### src/rtl/mem_pkg.sv
// Shared encodings for the memory stage: result select, access size codes,
// handshake FSM states and the packed execute-to-memory pipeline register.
package mem_pkg;

    localparam int WORD_W = 32;

    localparam logic [1:0] RESULT_ALU = 2'b00;
    localparam logic [1:0] RESULT_MEM = 2'b01;
    localparam logic [1:0] RESULT_PC4 = 2'b10;

    localparam logic [2:0] F3_B  = 3'b000;
    localparam logic [2:0] F3_H  = 3'b001;
    localparam logic [2:0] F3_W  = 3'b010;
    localparam logic [2:0] F3_BU = 3'b100;
    localparam logic [2:0] F3_HU = 3'b101;

    typedef enum logic {IDLE, WAIT} mem_state_t;

    typedef struct packed {
        logic              regwrite;
        logic [1:0]        resultsrc;
        logic              memwrite;
        logic [2:0]        funct3;
        logic [WORD_W-1:0] aluresult;
        logic [WORD_W-1:0] writedata;
        logic [WORD_W-1:0] pcplus4;
        logic [4:0]        rd;
    } mreg_t;

endpackage

### src/rtl/load_store_align.sv
// Byte-lane steering for stores, extract/extend for loads, misalignment check.
// Purely combinational; no state and no backpressure of its own.
module load_store_align
    import mem_pkg::*;
(
    input  logic [2:0]        funct3,
    input  logic [1:0]        offset,
    input  logic              memop,
    input  logic              is_load,
    input  logic [WORD_W-1:0] store_data,
    input  logic [WORD_W-1:0] rdata,
    output logic [3:0]        be,
    output logic [WORD_W-1:0] wdata,
    output logic [WORD_W-1:0] load_data,
    output logic              misaligned
);

    logic [7:0]  byte_sel;
    logic [15:0] half_sel;
    logic        unsigned_ld;

    assign byte_sel    = rdata[{offset, 3'b000} +: 8];
    assign half_sel    = offset[1] ? rdata[31:16] : rdata[15:0];
    assign unsigned_ld = funct3[2];

    always_comb begin
        be         = 4'b0000;
        wdata      = store_data;
        load_data  = '0;
        misaligned = 1'b0;
        if (funct3[1:0] == F3_B[1:0]) begin
            be        = 4'b0001 << offset;
            wdata     = {4{store_data[7:0]}};
            load_data = unsigned_ld ? {24'b0, byte_sel} : {{24{byte_sel[7]}}, byte_sel};
        end else if (funct3[1:0] == F3_H[1:0]) begin
            be         = offset[1] ? 4'b1100 : 4'b0011;
            wdata      = {2{store_data[15:0]}};
            load_data  = unsigned_ld ? {16'b0, half_sel} : {{16{half_sel[15]}}, half_sel};
            misaligned = offset[0];
        end else begin
            be         = 4'b1111;
            load_data  = rdata;
            misaligned = (offset != 2'b00);
        end
        // Non-memory instructions touch no lanes and never flag misalignment.
        if (!memop) begin
            be         = 4'b0000;
            misaligned = 1'b0;
        end
        if (!is_load) begin
            load_data = '0;
        end
    end

endmodule

### src/rtl/memory_stage.sv
// Memory stage: E->M register, valid/ack data-memory FSM, load/store alignment.
// Latency 1 cycle plus memory wait cycles; BusyM holds M and stalls upstream until ack.
module memory_stage
    import mem_pkg::*;
#(
    parameter int word_width = 32
) (
    input  logic                  clk,
    input  logic                  reset,
    input  logic                  RegWriteE,
    input  logic [1:0]            ResultSrcE,
    input  logic                  MemWriteE,
    input  logic [2:0]            Funct3E,
    input  logic [word_width-1:0] ALUResultE,
    input  logic [word_width-1:0] WriteDataE,
    input  logic [word_width-1:0] PCPlus4E,
    input  logic [4:0]            RdE,
    output logic                  dmem_req,
    output logic                  dmem_we,
    output logic [word_width-1:0] dmem_addr,
    output logic [word_width-1:0] dmem_wdata,
    output logic [3:0]            dmem_be,
    input  logic [word_width-1:0] dmem_rdata,
    input  logic                  dmem_ack,
    output logic                  RegWriteM,
    output logic [1:0]            ResultSrcM,
    output logic [word_width-1:0] ALUResultM,
    output logic [word_width-1:0] PCPlus4M,
    output logic [4:0]            RdM,
    output logic [word_width-1:0] ReadDataM,
    output logic                  BusyM,
    output logic                  MisalignedM
);

    mreg_t      m_q;
    mreg_t      m_d;
    mem_state_t state;
    logic       memop;
    logic       is_load;
    logic       misaligned;
    logic       access;

    assign m_d = '{regwrite:  RegWriteE,
                   resultsrc: ResultSrcE,
                   memwrite:  MemWriteE,
                   funct3:    Funct3E,
                   aluresult: ALUResultE,
                   writedata: WriteDataE,
                   pcplus4:   PCPlus4E,
                   rd:        RdE};

    always_ff @(posedge clk or posedge reset) begin
        if (reset) begin
            m_q <= '0;
        end else if (!BusyM) begin
            m_q <= m_d;
        end
    end

    assign is_load = (m_q.resultsrc == RESULT_MEM);
    assign memop   = m_q.memwrite | is_load;
    assign access  = memop & ~misaligned;

    load_store_align u_align (
        .funct3     (m_q.funct3),
        .offset     (m_q.aluresult[1:0]),
        .memop      (memop),
        .is_load    (is_load),
        .store_data (m_q.writedata),
        .rdata      (dmem_rdata),
        .be         (dmem_be),
        .wdata      (dmem_wdata),
        .load_data  (ReadDataM),
        .misaligned (misaligned)
    );

    always_ff @(posedge clk or posedge reset) begin
        if (reset) begin
            state <= IDLE;
        end else begin
            case (state)
                IDLE:    if (access && !dmem_ack) state <= WAIT;
                WAIT:    if (dmem_ack) state <= IDLE;
                default: state <= IDLE;
            endcase
        end
    end

    // M is frozen while in WAIT, so the request fields stay stable until ack.
    assign dmem_req  = (state == WAIT) | access;
    assign dmem_we   = m_q.memwrite & access;
    assign dmem_addr = {m_q.aluresult[word_width-1:2], 2'b00};
    assign BusyM     = dmem_req & ~dmem_ack;

    // Writeback samples every cycle, so a stalled or faulting instruction must not write.
    assign RegWriteM   = m_q.regwrite & ~misaligned & ~BusyM;
    assign ResultSrcM  = m_q.resultsrc;
    assign ALUResultM  = m_q.aluresult;
    assign PCPlus4M    = m_q.pcplus4;
    assign RdM         = m_q.rd;
    assign MisalignedM = misaligned;

endmodule

### config.mk
export PLATFORM = sky130hd
export DESIGN_NAME = memory_stage
export DESIGN_NICKNAME = d
export VERILOG_FILES = /design/src/rtl/mem_pkg.sv /design/src/rtl/load_store_align.sv /design/src/rtl/memory_stage.sv
export SDC_FILE = /design/constraint.sdc
export NUM_CORES = 1
export LEC_CHECK = 0
export ABC_AREA = 1
export CORE_ASPECT_RATIO = 1.25
export CORE_MARGIN = 8
export CORE_UTILIZATION = 30
export DETAILED_ROUTE_END_ITERATION = 12
export PLACE_DENSITY = 0.59
export SLEW_MARGIN = 5
export SYNTH_ARGS = -nofsm -noshare
export SYNTH_HDL_FRONTEND = slang
export SYNTH_SLANG_ARGS = --single-unit
### constraint.sdc
create_clock -name clk -period 6.8 [get_ports clk]
set_input_delay 1.7 -clock clk [delete_from_list [all_inputs] [get_ports clk]]
set_output_delay 1.7 -clock clk [all_outputs]
set_load 0.1 [all_outputs]
==> summary.txt <==
Critical path
  – CP endpoint kind: primary output
  – Max FO, Critical Path: 3
  – CP arrival: 3.78 ns
  – CP startpoint kind: input port
  – WS Path Type: input port to primary output
  – WP data required: 5.10 ns

STA
  – Final Hold Vio Count: 0
  – Slew margin rel.: 0.296
  – RSZ-0062 raised after global routing: no
  – Period utilization: 0.806
  – Worst Max-Slew Pin Slew: 1.05 ns
  – Fmax: 183 MHz
  – Clk_skew: 0.00668 ns
  – # setup viols final: 0
  – Final worst setup slack: 1.32 ns
  – Min cycle time layout: 5.48 ns
  – Setup TNS: 0 ns
  – Slew Viols, Final: 0

Logic synthesis
  – Cells after synthesis: 870
  – Area contributors post-synth: dfrtp_1 (42%), nand2_1 (19%), buf_4 (14%), nand3_1 (8.8%), nor2_1 (3.7%)
  – Synth area leader: dfrtp_1
  – Synth unique cells: 27
  – Synth Warn #: 0
  – Synth top area share: 0.419
  – Synth Area per Inst: 7.49 um^2
  – Register bit total from synthesis: 109
  – Mapped cell area: 6520 um^2
  – Seq/Total Area, Yosys: 0.419

Global route
  – Vias in the first global route: 6,208
  – Global-route wire length before repair: 37.2 mm
  – Grt total ovfl: 0
  – Largest net degree at the start of global routing: 89
  – Initial antenna violation count: 3
  – Total track usage: 0.176

Die
  – Core area: 21,400 um^2
  – DIE HEIGHT: 181 um
  – Starting Density: 0.305
  – Io pins: 319
  – FP Rows: 60
  – Die Area: 26,700 um^2
  – Die width: 148 um

Detailed routing
  – Final wirelength: 24.0 mm
  – Drt drc: 0
  – Wirelength per Cell: 18.1 um
  – ANT nets after route: 0
  – DR iter-0 viols: 400
  – Pre-antenna DRT Iters: 5
  – Vias per std cell: 4.62
  – Total number of vias: 6,141

Placed design
  – DP HPWL: 17.3 mm
  – Placer congestion estimate: 0.913
  – Place WS: 1.34 ns
  – IO buf count: 316
  – Cells after DPL: 1,310
  – Area post-placement: 8880 um^2

CTS
  – Resized Gates After CTS: 0
  – Root Buffer Master: clkbuf_16
  – CTS buffer count: 9
  – CTS tree: done
  – Clock Sinks: 109
  – Postcts setup bufs: 0
  – Hold buffers post-CTS: 0
  – H-tree Lvls: 3
  – Clock buffer depth: 2
  – Clk Latency, worst-skew pair: 0.35 ns
  – CTS clk-pin slew, worst paths: 0.07 ns

Finish
  – Layout cells sized above 1: 0.0726
  – Reg area: 2730 um^2
  – Multi-input logic area: 2570 um^2
  – Final Net Count: 1,185
  – Area Overhead vs Synth: 41.7%
  – Non-filler cells, final: 1,328
  – Fillers: 2,191
  – Final Cell Area: 9230 um^2

Job
  – Max Cap Violations: 0

Run status
  – Outcome: finished clean

Hold path
  – Worst hold path class: flip-flop to flip-flop
critical path, stage by stage:
cell and delay [ns]:
clkdlybuf4s50_1 0.56, nand2_1 0.11, nand3_1 0.10, nor2_1 0.05, nor2_1 0.11, clkdlybuf4s50_1 1.14
cell usage in the layout (no fill, tap or decap), types with 2 or more instances in the layout:
| master | synthesis | routed |
|---|---|---|
| nor2_1 | 64 | 64 |
| nand3_1 | 114 | 114 |
| inv_2 | 5 | 4 |
| nand2_1 | 333 | 333 |
| inv_6 | 1 | 3 |
| bufinv_16 | 0 | 3 |
| a21oi_1 | 10 | 10 |
| inv_1 | 16 | 15 |
| nand2_4 | 3 | 4 |
| nand3_2 | 11 | 11 |
| diode_2 | 0 | 2 |
| o211ai_1 | 23 | 23 |
| clkbuf_16 | 0 | 9 |
| inv_4 | 0 | 2 |
| nand2_2 | 3 | 2 |
| buf_4 | 120 | 32 |
| dfrtp_1 | 109 | 109 |
| clkdlybuf4s50_1 | 0 | 289 |
| o21ai_0 | 9 | 9 |
| conb_1 | 1 | 2 |
cell families (layout without fill, tap and decap cells):
logic type | Yosys count | count (layout) | share of synthesized area
other | 1 | 4 | 0.000575
AO/OA/AOI/OAI | 44 | 44 | 0.0432
buffers and inverters | 184 | 360 | 0.189
flip-flops | 109 | 109 | 0.419
AND/OR/NAND/NOR | 532 | 532 | 0.349
routing by layer:
layer / GRT usage / routed length (um) / vias to the layer above
met5: 0 / 13 / -
met4: 0.0589 / 502 / 2
met3: 0.0495 / 1960 / 24
met2: 0.303 / 12100 / 261
met1: 0.205 / 9390 / 2871
li1: - / - / 2983
cell type report:
| cell class | count | area share |
|---|---|---|
| Antenna cell | 2 | 0.000542 |
| Clock buffer | 9 | 0.0244 |
| Clock inverter | 7 | 0.0138 |
| Inverter | 23 | 0.0106 |
| Multi-Input combinational cell | 578 | 0.278 |
| Sequential cell | 109 | 0.295 |
| Tap cell | 279 | 0.0378 |
| Timing Repair Buffer | 321 | 0.339 |
worst paths after layout:
| path | endpoint | from | slack, ns | cells after the start |
|---|---|---|---|---|
| max | ReadDataM[4] | dmem_rdata[28] | 1.32 | 6 |
| min | m_q[53] | m_q[53] | 0.51 | 2 |
| max reg2reg | m_q[48] | m_q[102] | 3.65 | 10 |
| min reg2reg | m_q[53] | m_q[53] | 0.51 | 2 |
| max in group asynchronous | PCPlus4M[25] | reset | 3.77 | 3 |
| min in group asynchronous | PCPlus4M[10] | reset | 1.81 | 2 |
synthesized netlist by cell type (all sizes together):
cell    instances
buf           152
clkinv          1
inv            22
nand2         340
nor3            1
nand3         125
o211ai         23
o21ai          11
and3            1
conb            1
a21oi          10
nor2           65
dfrtp         109
clkbuf          9
sequential cells by signal (all words and copies together), names as in the netlist:
| name | cells |
|---|---|
| m_q | 37 |
| ALUResultM | 32 |
| PCPlus4M | 32 |
| RdM | 5 |
| ResultSrcM | 2 |
| state | 1 |
per-stage QoR:
stage	hold slack (ns)	util
2_1_floorplan	0.475	-
3_3_place_gp	0.490	0.415
6_report	0.509	0.432
5_1_grt	0.532	0.432
4_1_cts	0.513	0.431
3_5_place_dp	0.493	0.415
Power is not shown: default switching activity piles up to over one toggle a cycle in this logic, so the estimate is an artifact.
